==> src/rtl/fsm_mon_pkg.sv <==
// Shared types and helpers for the FSM trace monitor.
// The packed trace entry layout matches m_data: {ts, out, from, to}, MSB to LSB.
package fsm_mon_pkg;

  localparam int unsigned DEF_STATE_W = 2;
  localparam int unsigned DEF_TS_W    = 16;
  localparam int unsigned MAX_MASK_W  = 256;

  localparam logic [15:0] DEFAULT_LEGAL_MASK = 16'h9C63;

  typedef struct packed {
    logic [DEF_TS_W-1:0]    ts;
    logic                   out;
    logic [DEF_STATE_W-1:0] from;
    logic [DEF_STATE_W-1:0] to;
  } trace_entry_t;

  // Mask bit (from * 2^state_w + to) set means the transition is legal.
  function automatic logic legal(input logic [MAX_MASK_W-1:0] mask,
                                 input logic [7:0] from,
                                 input logic [7:0] to,
                                 input int unsigned state_w);
    logic [7:0] idx;
    idx = 8'((32'(from) << state_w) + 32'(to));
    return mask[idx];
  endfunction

endpackage

==> src/rtl/fsm_mon_fifo.sv <==
// Synchronous show-ahead FIFO; a push into a full FIFO is accepted when a pop
// happens in the same cycle.
module fsm_mon_fifo #(
  parameter int unsigned WIDTH = 21,
  parameter int unsigned DEPTH = 8
) (
  input  logic             clk,
  input  logic             rst,
  input  logic             push,
  input  logic [WIDTH-1:0] wdata,
  input  logic             pop,
  output logic [WIDTH-1:0] rdata,
  output logic             full,
  output logic             empty
);

  localparam int unsigned AW = $clog2(DEPTH);

  logic [AW:0]      wr_ptr_q, rd_ptr_q;
  logic [WIDTH-1:0] mem_q [DEPTH];
  logic             do_push, do_pop;

  // Extra pointer MSB distinguishes full from empty when low bits match.
  assign empty   = (wr_ptr_q == rd_ptr_q);
  assign full    = (wr_ptr_q[AW] != rd_ptr_q[AW]) && (wr_ptr_q[AW-1:0] == rd_ptr_q[AW-1:0]);
  assign do_pop  = pop && !empty;
  assign do_push = push && (!full || do_pop);
  assign rdata   = mem_q[rd_ptr_q[AW-1:0]];

  always_ff @(posedge clk) begin
    if (rst) begin
      wr_ptr_q <= '0;
      rd_ptr_q <= '0;
      for (int unsigned i = 0; i < DEPTH; i++) begin
        mem_q[i] <= '0;
      end
    end else begin
      if (do_push) begin
        mem_q[wr_ptr_q[AW-1:0]] <= wdata;
        wr_ptr_q                <= wr_ptr_q + 1'b1;
      end
      if (do_pop) begin
        rd_ptr_q <= rd_ptr_q + 1'b1;
      end
    end
  end

endmodule

==> src/rtl/fsm_trace_monitor.sv <==
// Passive monitor: detects state transitions of an observed FSM, checks them against a
// legal-transition mask and streams timestamped trace entries out through a FIFO.
import fsm_mon_pkg::*;

module fsm_trace_monitor #(
  parameter int unsigned               STATE_W    = 2,
  parameter int unsigned               TS_W       = 16,
  parameter int unsigned               DEPTH      = 8,
  parameter logic [2**(2*STATE_W)-1:0] LEGAL_MASK = DEFAULT_LEGAL_MASK
) (
  input  logic                        clk,
  input  logic                        rst,
  input  logic [STATE_W-1:0]          state_in,
  input  logic                        out_in,
  output logic                        m_valid,
  input  logic                        m_ready,
  output logic [TS_W+2*STATE_W:0]     m_data,
  output logic                        err_illegal,
  output logic [STATE_W-1:0]          err_from,
  output logic [STATE_W-1:0]          err_to,
  output logic                        overflow,
  output logic [7:0]                  drop_cnt,
  output logic [2**STATE_W-1:0]       visited
);

  localparam int unsigned ENTRY_W = TS_W + 1 + 2 * STATE_W;

  logic [TS_W-1:0]    ts_q;
  logic [STATE_W-1:0] prev_state_q;
  logic               prev_valid_q;
  logic               ev_q;
  logic [ENTRY_W-1:0] ev_data_q;

  logic is_change, is_legal, pop, fifo_full, fifo_empty, drop;

  assign is_change = prev_valid_q && (state_in != prev_state_q);
  assign is_legal  = legal(MAX_MASK_W'(LEGAL_MASK), 8'(prev_state_q), 8'(state_in), STATE_W);
  assign m_valid   = !fifo_empty;
  assign pop       = m_valid && m_ready;
  assign drop      = ev_q && fifo_full && !pop;

  // Events are staged one cycle so the FIFO never sees state_in combinationally.
  always_ff @(posedge clk) begin
    if (rst) begin
      ts_q         <= '0;
      prev_state_q <= '0;
      prev_valid_q <= 1'b0;
      ev_q         <= 1'b0;
      ev_data_q    <= '0;
      err_illegal  <= 1'b0;
      err_from     <= '0;
      err_to       <= '0;
      overflow     <= 1'b0;
      drop_cnt     <= '0;
      visited      <= '0;
    end else begin
      ts_q              <= ts_q + 1'b1;
      prev_state_q      <= state_in;
      prev_valid_q      <= 1'b1;
      visited[state_in] <= 1'b1;
      ev_q              <= is_change;
      ev_data_q         <= {ts_q, out_in, prev_state_q, state_in};
      // Self-loops are checked too; only the first illegal transition is captured.
      if (prev_valid_q && !is_legal && !err_illegal) begin
        err_illegal <= 1'b1;
        err_from    <= prev_state_q;
        err_to      <= state_in;
      end
      if (drop) begin
        overflow <= 1'b1;
        if (drop_cnt != 8'hFF) begin
          drop_cnt <= drop_cnt + 8'd1;
        end
      end
    end
  end

  fsm_mon_fifo #(
    .WIDTH (ENTRY_W),
    .DEPTH (DEPTH)
  ) u_fifo (
    .clk   (clk),
    .rst   (rst),
    .push  (ev_q),
    .wdata (ev_data_q),
    .pop   (pop),
    .rdata (m_data),
    .full  (fifo_full),
    .empty (fifo_empty)
  );

  stall_stable_a: assert property (@(posedge clk) disable iff (rst)
    m_valid && !m_ready |=> m_valid && $stable(m_data));

endmodule

==> config.mk <==
export PLATFORM = sky130hd
export DESIGN_NAME = fsm_trace_monitor
export DESIGN_NICKNAME = d
export VERILOG_FILES = /design/src/rtl/fsm_mon_pkg.sv /design/src/rtl/fsm_mon_fifo.sv /design/src/rtl/fsm_trace_monitor.sv
export SDC_FILE = /design/constraint.sdc
export NUM_CORES = 1
export LEC_CHECK = 0
export CELL_PAD_IN_SITES_DETAIL_PLACEMENT = 0
export CELL_PAD_IN_SITES_GLOBAL_PLACEMENT = 1
export CORE_MARGIN = 1.5
export CORE_UTILIZATION = 57
export CTS_BUF_LIST = sky130_fd_sc_hd__clkbuf_8
export CTS_CLUSTER_DIAMETER = 100
export CTS_CLUSTER_SIZE = 10
export DETAILED_ROUTE_END_ITERATION = 12
export GPL_TIMING_DRIVEN = 0
export PLACE_DENSITY = 0.93
export SETUP_SLACK_MARGIN = 0.02
export SYNTH_ARGS = -nofsm -noshare
export SYNTH_HDL_FRONTEND = slang
export SYNTH_SLANG_ARGS = --single-unit
==> constraint.sdc <==
create_clock -name clk -period 6.33 [get_ports clk]
set_input_delay 1.266 -clock clk [delete_from_list [all_inputs] [get_ports clk]]
set_output_delay 1.266 -clock clk [all_outputs]
set_load 0.02 [all_outputs]
# Word-level counts from Yosys, hierarchy flattened
# Memories as Yosys holds them, arrays and structs flattened. A register that Yosys moved wholly into a read port is not among the register bits.
# Index checks and enable logic that the tools add are counted.
[word_totals]
regBits = 67
ram_bits = 168
mem_bits_ro = 256
in_bits = 6
out_inout_bits = 40
word_cells = 61
n_memories = 2
[classes]
n_addsub = 5
n_lt_le_gt_ge = 3
eq_ne = 5
muxes = 14
n_bitwise = 1
n_reduce_logical = 18
[mem_list]
columns = ["name", "words", "width", "read_ports", "rd_ports_with_merged_regs", "write_ports", "line_no", "source"]
rows = [
  ["(name not given)", 256, 1, 1, 0, 0, "fsm_mon_pkg.sv:25", "return mask[idx];"],
  ["u_fifo.mem_q", 8, 21, 1, 1, 8, "fsm_mon_fifo.sv:20", "logic [WIDTH-1:0] mem_q [DEPTH];"],
]
[ops]
columns = ["cell", "n"]
rows = [
  ["21-bit 2-to-1 mux", 1],
  ["21-bit OR reduction", 1],
  ["16-bit by 1-bit adder with 16-bit output (second input constant)", 1],
  ["1-bit logical AND", 10],
  ["5-bit by 9-bit less-than comparator with 1-bit output (second input constant)", 1],
  ["1-bit 2-to-1 mux", 9],
  ["3-bit 2-to-1 mux", 3],
  ["4-bit by 1-bit adder with 4-bit output (second input constant)", 2],
  ["8-bit by 1-bit adder with 8-bit output (second input constant)", 1],
  ["8-bit != test (second input constant)", 1],
  ["4-bit by 2-bit adder with 5-bit output", 1],
  ["1-bit logical NOT", 5],
  ["4-bit == test", 1],
  ["4-bit bitwise OR", 1],
  ["3-bit == test", 1],
  ["2-bit by 3-bit less-than comparator with 1-bit output (second input constant)", 1],
  ["1-bit demux with 2-bit select", 1],
  ["2-bit by 1-bit greater-or-equal comparator with 1-bit output (second input constant)", 1],
  ["2-bit != test", 1],
  ["2-bit AND reduction", 1],
  ["1-bit logical OR", 1],
  ["1-bit != test", 1],
]

# Logic depth before layout (Yosys ltp)
# Gate-level depths: netlist of run 1.
[depth]
depth_word = 11
depth_mapped = 7

# Hierarchy
# Synthesis of run 1 repeated with hierarchy kept, for this count alone.
[hier_totals]
hier_cells = 786
area_unflattened_um2 = 10221.1
[modules_own_cells]
columns = ["module", "n_inst", "cells_each", "area_each_um2", "seq_area_each_um2"]
rows = [
  ["fsm_mon_fifo", 1, 573, 8066.5, 5265.0],
  ["fsm_trace_monitor", 1, 213, 2154.6, 1141.1],
]

# Worst setup path after synthesis of run 1
# No wires, ideal clock.
[synth_path]
path_type = "input port to flip-flop"
startpoint = "in m_ready"
endpoint = "mem u_fifo.mem_q[3][0] (enable)"
setup_time_ns = 0.428
arrival_time_ns = 3.314
required_ns = 5.902
slack_ns = 2.588
cell_stages = 3
path_buffers = 0
path_cell_list = "nor2_2 > a211o_4 > o21ai_0"
[synth_rtl]
columns = ["element", "line_no", "source"]
rows = [
  ["start: declaration", "fsm_trace_monitor.sv:16", "input logic m_ready,"],
  ["end: declaration", "fsm_mon_fifo.sv:20", ""],
]

==> qor.yml, run 1 <==
hold_path.startpoint: "prev_valid_q"
cts_root_buf: "clkbuf_8"
cts_resized: 0
cts_buffers: 27
wire_per_inst_um: 19.9
setup_tns_ns: 0
ant_nets: 0
place_ws_ns: 2.57
maxUsedRoutingLayer: "met4"
wl_met2_um: 10500
grt_pass1_wl_um: 32600
placed_cell_area_um2: 11000
drive_gt1_share_pct: 15.5
hp-class: "register to register"
timing.critical_path.mode_cell: "clkbuf_1"
area_growth_pct: 13.5
reg2regPathDepth: 5
rsz0062_at_grt: "no"
path_max_fanout: 10
grt_usage_pct: 23.5
drc_errors: 0
dr.pass1.iters: 5
core.rowCount: 48
portBuffers: 45
vias: 5919
drt-total-wl_um: 20900
synthesis.instances: 721
final_cells: 1047
slew_violations: 0
core_um2: 17300
rrSetupSlack_ns: 3.74
reg2reg_from: "u_fifo.wr_ptr_q[3]"
leakagePower_nw: 4.17
nNetsFinal: 817
finalSetupViolCount: 0
grt_max_degree: 15
max_cap_viol_count: 0
cts_tree: "yes"
synth_cell_type_count: 39
postCtsHoldBufs: 0
seq_area_frac_synth_pct: 63.3
clk_pin_slew_ns: 0.07
antenna_cells: 0
hold_ws_ns: 0.467
final_cell_area_um2: 11500
htreeDepth: 1
utilization_pct: 66.4
grt_antenna_before_repair: 0
cp_data_required_time_ns: 5.06
synth_area_per_cell_um2: 14.0
fin_skew_ns: 0.0122
ys.flop_type: "edfxtp_1"
post_cts_buffers: 0
timing.fmax_mhz: 232
peakVddDrop_v: 0.000152
ys.warnings.count: 0
wl_met1_um: 8630
layout_setup_ws_ns: 2.02
hold_path_end: "ev_q"
syn_nets: 735
clockBufferDepth: 3
cts_sinks: 236
r2r-end: "u_fifo.mem_q[3][16]"
crit_type: "register to primary output"
grt_pass1_vias: 6089
critPathLaunchType: "register"
hpwl_um: 14300
first_iter_violations: 539
fin_total_pwr_mw: 3.04
ys_seq_elements: 236
io_pins: 46
max-slew-margin-rel_pct: 41.2
hold_violations: 0
worst_pin_slew_ns: 0.882
clk_latency_ns: 0.53
crit_chain: "clkbuf_1, clkbuf_1, mux4_2, mux2_2, clkdlybuf4s50_1"
cp_slowest_cell: "clkbuf_1"
layout_min_cycle_time_ns: 4.31
die_y_um: 136
cp_slowest_stage_delay_ns: 0.69
finalCritPeriodShare_pct: 68.1
endpoint_kind: "primary output"
die_w_um: 136
avgViaCountPerCell: 5.65
status: "finished, final reports clean"
powerDensity_nw_per_um2: 265
met3_length_um: 1270
worst_ep_arrival_time_ns: 3.04
min_path_cells: 1
synthArstFlopShare_pct: 0
fillCellCount: 1250
start_util_pct: 58.5
synth_area_um2: 10100
dieArea_um2: 18600
synth_edf_count: 168
placed_cells: 999
grt.overflow.total: 0
routabilityCongestion: 0.792
[where the power goes]
group / switching, mW / internal (mW)
logic: 0.197 / 0.178
registers: 0.0228 / 1.70
clock network: 0.507 / 0.436
total: 0.727 / 2.32
[cell usage after synthesis (all sizes together) (4+ instances only)]
library cell,instances,area (um^2)
and3,5,36.3
mux2,21,236
ha,8,100
nand2,17,63.8
nor3,9,56.3
buf,12,73.8
xor2,11,96.3
or3,4,25.0
dfxtp,68,1360
nor2,62,258
xnor2,19,166
nor2b,22,138
a21oi,9,48.8
mux2i,6,60.1
mux4,42,946
o21ai,13,65.1
and2,163,1020
clkbuf,26,101
nand3,12,60.1
nand4,6,37.5
edfxtp,168,5040
inv,6,22.5
[registers in the layout, summed over array words and instances, names as in the netlist, 2 cells and up, named ones only]
name / cells
ev_data_q: 20
u_fifo.rd_ptr_q: 4
err_from: 2
ts_q: 16
drop_cnt: 8
u_fifo.mem_q: 168
visited: 4
u_fifo.wr_ptr_q: 4
err_to: 2
[critical path: cells and delay by family (launching register included)]
family,cells,cell delay (ns)
flip-flops,1,0.33
multiplexers,2,0.71
buffers and inverters,3,1.48
[layout by cell type (no fill, tap or decap), drive strengths merged, types with 5 or more instances in the layout]
| cell | count |
|---|---|
| nor2b | 22 |
| nor3 | 9 |
| mux2i | 6 |
| buf | 20 |
| a21oi | 9 |
| o21ai | 13 |
| dfxtp | 68 |
| xnor2 | 19 |
| clkbuf | 53 |
| clkdlybuf4s50 | 45 |
| nand3 | 12 |
| and2 | 163 |
| edfxtp | 168 |
| nand2 | 17 |
| nor2 | 62 |
| mux4 | 42 |
| mux2 | 21 |
| and3 | 5 |
| ha | 8 |
| nand4 | 6 |
| xor2 | 11 |
| inv | 26 |
[cells by family (layout without fill, tap and decap cells)]
logic type	after synthesis	count (layout)	share of synthesized area [%]
mux	69	69	12.3
compound gates	30	30	1.83
simple gates	304	304	17.0
xor+xnor	30	30	2.60
buf+inv	44	145	1.95
fa+ha+maj	8	8	0.990
flops	236	236	63.3
[layer usage]
layer | vias up | global-route usage [%]
met1 | 2941 | 31.3
li1 | 2733 | -
met2 | 206 | 40.2
met5 | - | 0
met4 | 0 | 7.21
met3 | 39 | 3.50
[worst max-delay path by stage]
stage	from	end	slack, ns	cells past startpoint
finish	register	m_data[6]	2.02	5
global route	register	m_data[16]	1.89	5
CTS	register	m_data[16]	2.00	5
detailed placement	m_ready	u_fifo.mem_q[3][12]	2.57	5
global placement	rst	u_fifo.mem_q[4][18]	0.67	4
floorplan	m_ready	u_fifo.mem_q[3][0]	2.59	3
[area by class of cell]
cell class / instances / area [um^2] / area share (%)
clock buffers: 27 / 372 / 3.24
repair buffers: 53 / 576 / 5.01
multi-input cells: 441 / 3540 / 30.8
clock inverters: 21 / 105 / 0.916
flip-flops and latches: 236 / 6410 / 55.8
plain buffers: 38 / 175 / 1.53
well taps: 225 / 282 / 2.45
inverters: 6 / 22.5 / 0.196
Power figures use the tool's default switching activity.
==> run 2: changes to the inputs <==
--- a/config.mk
+++ b/config.mk
@@ -8,13 +8,13 @@
 export CELL_PAD_IN_SITES_DETAIL_PLACEMENT = 0
 export CELL_PAD_IN_SITES_GLOBAL_PLACEMENT = 1
 export CORE_MARGIN = 1.5
-export CORE_UTILIZATION = 57
+export CORE_UTILIZATION = 47
 export CTS_BUF_LIST = sky130_fd_sc_hd__clkbuf_8
 export CTS_CLUSTER_DIAMETER = 100
 export CTS_CLUSTER_SIZE = 10
 export DETAILED_ROUTE_END_ITERATION = 12
 export GPL_TIMING_DRIVEN = 0
-export PLACE_DENSITY = 0.93
+export PLACE_DENSITY = 0.83
 export SETUP_SLACK_MARGIN = 0.02
 export SYNTH_ARGS = -nofsm -noshare
 export SYNTH_HDL_FRONTEND = slang
==> constraint.sdc (replaced) <==
create_clock -name clk -period 3.65 [get_ports clk]
set_input_delay 0.73 -clock clk [delete_from_list [all_inputs] [get_ports clk]]
set_output_delay 0.73 -clock clk [all_outputs]
set_load 0.02 [all_outputs]
==> qor.yml, run 2 (same netlist as run 1, synthesis figures left out) <==
post_cts_buffers: 0  # unchanged
hold_ws_ns: 0.467  # +0.000392 ns
portBuffers: 45  # unchanged
grt.overflow.total: 0  # unchanged
grt_max_degree: 16  # +1
crit_type: "register to primary output"
grt_usage_pct: 19.6  # -3.9 points
clk_pin_slew_ns: 0.08  # about the same
leakagePower_nw: 4.20  # +0.78%
max_cap_viol_count: 0  # unchanged
hold_violations: 0  # unchanged
core_um2: 21100  # +22%
routabilityCongestion: 0.771  # -2.8%
timing.fmax_mhz: 284
die_w_um: 150  # +9.9%
cts_root_buf: "clkbuf_8"
finalSetupViolCount: 0  # unchanged
htreeDepth: 1  # unchanged
max-slew-margin-rel_pct: 47.5  # +6.3 points
vias: 5823  # -1.6%
dieArea_um2: 22400  # +21%
finalCritPeriodShare_pct: 96.5
area_growth_pct: 14.8
path_max_fanout: 10  # unchanged
grt_pass1_vias: 6129  # +0.66%
peakVddDrop_v: 0.000226  # +49%
largest_register_ffs: 168  # unchanged
avgViaCountPerCell: 5.31  # -6.1%
hpwl_um: 14200  # -0.18%
endpoint_kind: "primary output"
cts_buffers: 27  # unchanged
io_pins: 46  # unchanged
drc_errors: 0  # unchanged
grt_antenna_before_repair: 0  # unchanged
final_common_cell: "edfxtp_1"
start_util_pct: 48.0  # -11 points
dr.pass1.iters: 4  # -1
nNetsFinal: 816  # -0.12%
cts_sinks: 236  # unchanged
cts_tree: "yes"
critPathLaunchType: "register"
setup_tns_ns: 0  # unchanged
wire_per_inst_um: 19.3  # -3.4%
antenna_cells: 0  # unchanged
layout_min_cycle_time_ns: 3.52
fin_skew_ns: 0.0143  # +0.00204 ns
top_register: "u_fifo.mem_q"
worst_ep_arrival_time_ns: 2.79  # -0.25 ns
clockBufferDepth: 3  # unchanged
die_y_um: 150  # +9.9%
core.rowCount: 53  # +10%
powerDensity_nw_per_um2: 458  # +73%
drt-total-wl_um: 21100  # +1.2%
cp_data_required_time_ns: 2.92  # -2.14 ns
status: "finished, final reports clean"
rsz0062_at_grt: "no"
first_iter_violations: 345  # -36%
hp-class: "register to register"
top_regs: "u_fifo.mem_q: 168 flops, ev_data_q: 20 flops, ts_q: 16 flops"
grt_pass1_wl_um: 33200  # +1.6%
ant_nets: 0  # unchanged
clk_latency_ns: 0.56  # +0.03 ns
drive_gt1_share_pct: 16.1  # +0.61 points
slew_violations: 0  # unchanged
worst_pin_slew_ns: 0.788  # -0.0942 ns
final_cell_mix: "edfxtp_1, and2_1, dfxtp_1"
run 2: cell types whose count changed in the layout (fill, tap and decap cells not counted):
cell	previous run	this run
buf_16	1	4
clkinvlp_4	0	1
clkbuf_2	3	7
buf_6	4	3
buf_2	5	1
clkbuf_1	23	18
buf_8	5	4
buf_4	2	5
run 2: worst max-delay path: stages, from the launching register on:
cell             delay, ns
dfxtp_1               0.52
buf_4                 0.33
mux4_2                0.54
mux2_2                0.29
clkdlybuf4s50_1       0.55
run 2: where the power goes:
part / switching [mW] / internal [mW]
clock: 0.901 / 0.759
combinational: 0.337 / 0.322
sequential: 0.0440 / 2.95
run 2: area by class of cell:
cell class,count,area (um^2)
fillers,1735,9480
flip-flops and latches,236,6410
multi-input cells,441,3540
repair buffers,53,621
clock buffers,27,372
well taps,275,344
plain buffers,37,190
clock inverters,22,113
inverters,6,22.5
run 2: routing by layer:
metal	up-vias	routed length [um]	part of all wire (%)	GRT usage (%)
met2	168	10700	51	34.2
li1	2724	-	-	-
met3	34	1100	5.2	2.96
met1	2897	8840	42	25.4
met5	-	0	0	0
met4	0	459	2.2	5.93
run 2: final timing paths:
check | startpoint | endpoint | slack [ns] | depth (start not counted)
worst max register to register | u_fifo.rd_ptr_q[3] | u_fifo.mem_q[6][10] | 1.21 | 5
worst max-delay path | register | m_data[17] | 0.13 | 4
worst min-delay path | prev_valid_q | ev_q | 0.47 | 1
worst min register to register | prev_valid_q | ev_q | 0.47 | 1
run 2: through the flow:
stage / cells / cell area [um^2] / util [%] / setup slack, ns / total power [mW]
after CTS: 1097 / 11600 / 55.0 / 0.0823 / 5.37
after detailed placement: 1049 / 11100 / 52.7 / 0.451 / 3.72
after floorplan: 721 / 10100 / - / 0.444 / 3.47
after global routing: 1097 / 11600 / 55.0 / 0.0380 / 5.52
after global placement: 1041 / 10900 / 51.7 / -1.52 / 3.68
final: 1097 / 11600 / 55.0 / 0.129 / 5.31
run 2: what timing repair did:
item | in CTS | in global routing
hold buffers | 0 | 0
setup endpoints to repair | 21 | 0
gates resized for setup | 9 | 0
==> run 3: changes to the inputs <==
--- a/config.mk
+++ b/config.mk
@@ -7,7 +7,7 @@
 export LEC_CHECK = 0
 export CELL_PAD_IN_SITES_DETAIL_PLACEMENT = 0
 export CELL_PAD_IN_SITES_GLOBAL_PLACEMENT = 1
-export CORE_MARGIN = 1.5
+export CORE_MARGIN = 10
 export CORE_UTILIZATION = 47
 export CTS_BUF_LIST = sky130_fd_sc_hd__clkbuf_8
 export CTS_CLUSTER_DIAMETER = 100
==> qor.yml, run 3 (same netlist as run 1, synthesis figures left out) <==
status: "finished, final reports clean"
fillCellCount: 1701  # -2.0%
fin_total_pwr_mw: 5.32  # +0.12%
ant_nets: 0  # unchanged
grt_pass1_wl_um: 34500  # +4.0%
top_regs: "u_fifo.mem_q: 168 flops, ev_data_q: 20 flops, ts_q: 16 flops"
cp_slowest_cell: "clkdlybuf4s50_1"
postCtsHoldBufs: 0  # unchanged
first_iter_violations: 419  # +21%
worst_pin_slew_ns: 0.894  # +0.106 ns
finalCritPeriodShare_pct: 96.4  # about the same
crit_type: "register to primary output"
min_path_cells: 1  # unchanged
top_register: "u_fifo.mem_q"
cts_sinks: 236  # unchanged
critPathLaunchType: "register"
fin_skew_ns: 0.0104  # -0.00390 ns
timing.fmax_mhz: 284  # about the same
final_cell_area_um2: 11600  # about the same
grt_antenna_before_repair: 0  # unchanged
crit_chain: "clkbuf_1, clkbuf_2, mux4_2, mux2_2, clkdlybuf4s50_1"
p_sw_mw: 1.29  # +0.36%
final-seq-area_um2: 6410  # about the same
dieArea_um2: 27800  # +24%
utilization_pct: 55.0  # about the same
cts_root_buf: "clkbuf_8"
hp-class: "register to register"
setup_tns_ns: 0  # unchanged
finalSetupViolCount: 0  # unchanged
core.rowCount: 53  # unchanged
area_growth_pct: 14.8  # about the same
hold_path_end: "ev_q"
post_cts_buffers: 0  # unchanged
drive_gt1_share_pct: 16.1  # unchanged
drt-total-wl_um: 21900  # +3.4%
drc_errors: 0  # unchanged
core_um2: 21100  # unchanged
placed_cell_area_um2: 11100  # unchanged
rsz0062_at_grt: "no"
die_w_um: 167  # +11%
nNetsFinal: 816  # unchanged
reg2regPathDepth: 5  # unchanged
cts_tree: "yes"
layout_min_cycle_time_ns: 3.52  # -0.00303 ns
peakVddDrop_v: 0.000215  # -5.1%
worst_ep_arrival_time_ns: 2.79  # about the same
p_sw_share_pct: 24.2  # +0.057 points
powerDensity_nw_per_um2: 458  # +0.11%
endpoint_kind: "primary output"
routabilityCongestion: 0.794  # +3.1%
p_int_mw: 4.03  # about the same
multi_input_area_um2: 3540  # unchanged
place_ws_ns: 0.423  # -0.0282 ns
max_cap_viol_count: 0  # unchanged
clockBufferDepth: 3  # unchanged
slew_violations: 0  # unchanged
largest_register_ffs: 168  # unchanged
cp_data_required_time_ns: 2.92  # about the same
portBuffers: 45  # unchanged
wire_per_inst_um: 19.9  # +3.4%
grt.overflow.total: 0  # unchanged
htreeDepth: 1  # unchanged
final_cell_mix: "edfxtp_1, and2_1, dfxtp_1"
path_max_fanout: 10  # unchanged
vias: 5852  # +0.50%
dr.pass1.iters: 5  # +1
clock_power_share_pct: 31.2  # about the same
hold_path.startpoint: "prev_valid_q"
clk_latency_ns: 0.54  # -0.02 ns
cp_slowest_stage_delay_ns: 0.55  # about the same
grt_max_degree: 15  # -1
r2r-end: "u_fifo.mem_q[5][19]"
start_util_pct: 48.0  # unchanged
avgViaCountPerCell: 5.33  # +0.50%
grt_pass1_vias: 6197  # +1.1%
final_common_cell: "edfxtp_1"
hpwl_um: 14500  # +2.0%
leakagePower_nw: 4.21  # +0.15%
antenna_cells: 0  # unchanged
power_frac_seq_pct: 56.3  # about the same
layout_setup_ws_ns: 0.132  # +0.00303 ns
die_y_um: 167  # +11%
reg2reg_from: "u_fifo.wr_ptr_q[3]"
hold_violations: 0  # unchanged
io_pins: 46  # unchanged
rrSetupSlack_ns: 1.15  # -0.06 ns
cts_buffers: 27  # unchanged
clk_pin_slew_ns: 0.08  # about the same
combPwrFrac_pct: 12.5  # about the same
grt_usage_pct: 15.5  # -4.1 points
max-slew-margin-rel_pct: 40.4  # -7.1 points
==> run 3: cell types whose count changed in the layout (fill, tap and decap cells not counted), sizes merged <==
cell and delta:
clkinvlp -1, inv +1
==> run 3: how the worst max path moves through the flow <==
stage	endpoint	slack (ns)	cells after the start
final	m_data[11]	0.13	5
after global placement	u_fifo.mem_q[4][19]	-1.55	4
after detailed placement	m_data[5]	0.42	5
after CTS	m_data[3]	0.1	4
after floorplan	u_fifo.mem_q[3][0]	0.44	3
after global routing	m_data[19]	0.03	5
==> run 3: layout make-up <==
class	instances	share of cell area, %
Inverter	6	0.194
Clock buffer	27	3.20
Tap cell	275	2.96
Clock inverter	22	0.938
Multi-Input combinational cell	441	30.5
Sequential cell	236	55.2
Timing Repair Buffer	53	5.35
Buffer	37	1.67
==> run 3: worst max-delay path: cells and delay by family (launching register included) <==
family / cells / cell delay [ns]
buf+inv: 3 / 1.26
flops: 1 / 0.34
mux: 2 / 0.64
==> run 3: metrics by stage <==
step | hold WS, ns | cells
3_3_place_gp | 0.442 | 1041
3_5_place_dp | 0.447 | 1049
5_1_grt | 0.476 | 1097
6_report | 0.463 | 1097
4_1_cts | 0.465 | 1097
2_1_floorplan | 0.426 | 721
==> run 3: power by group through the flow <==
stage / clock network [mW] / logic (mW) / registers [mW]
3_3_place_gp: 0 / 0.637 / 3.05
6_report: 1.66 / 0.666 / 2.99
5_1_grt: 1.80 / 0.717 / 3.00
4_1_cts: 1.69 / 0.680 / 2.99
2_1_floorplan: 0 / 0.422 / 3.04
3_5_place_dp: 0 / 0.673 / 3.05
==> run 3: repair_timing <==
item | CTS | global route
endpoints found under the setup margin | 21 | 4
gates resized for setup | 10 | 1
hold endpoints to repair | 0 | 0
==> run 3: layer usage <==
layer / vias to the layer above / part of all wire (%) / track usage (%)
li1: 2743 / - / -
met1: 2903 / 42 / 19.8
met2: 165 / 49 / 25.7
met3: 41 / 6.5 / 3.22
met4: 0 / 2.4 / 5.23
met5: - / 0 / 0
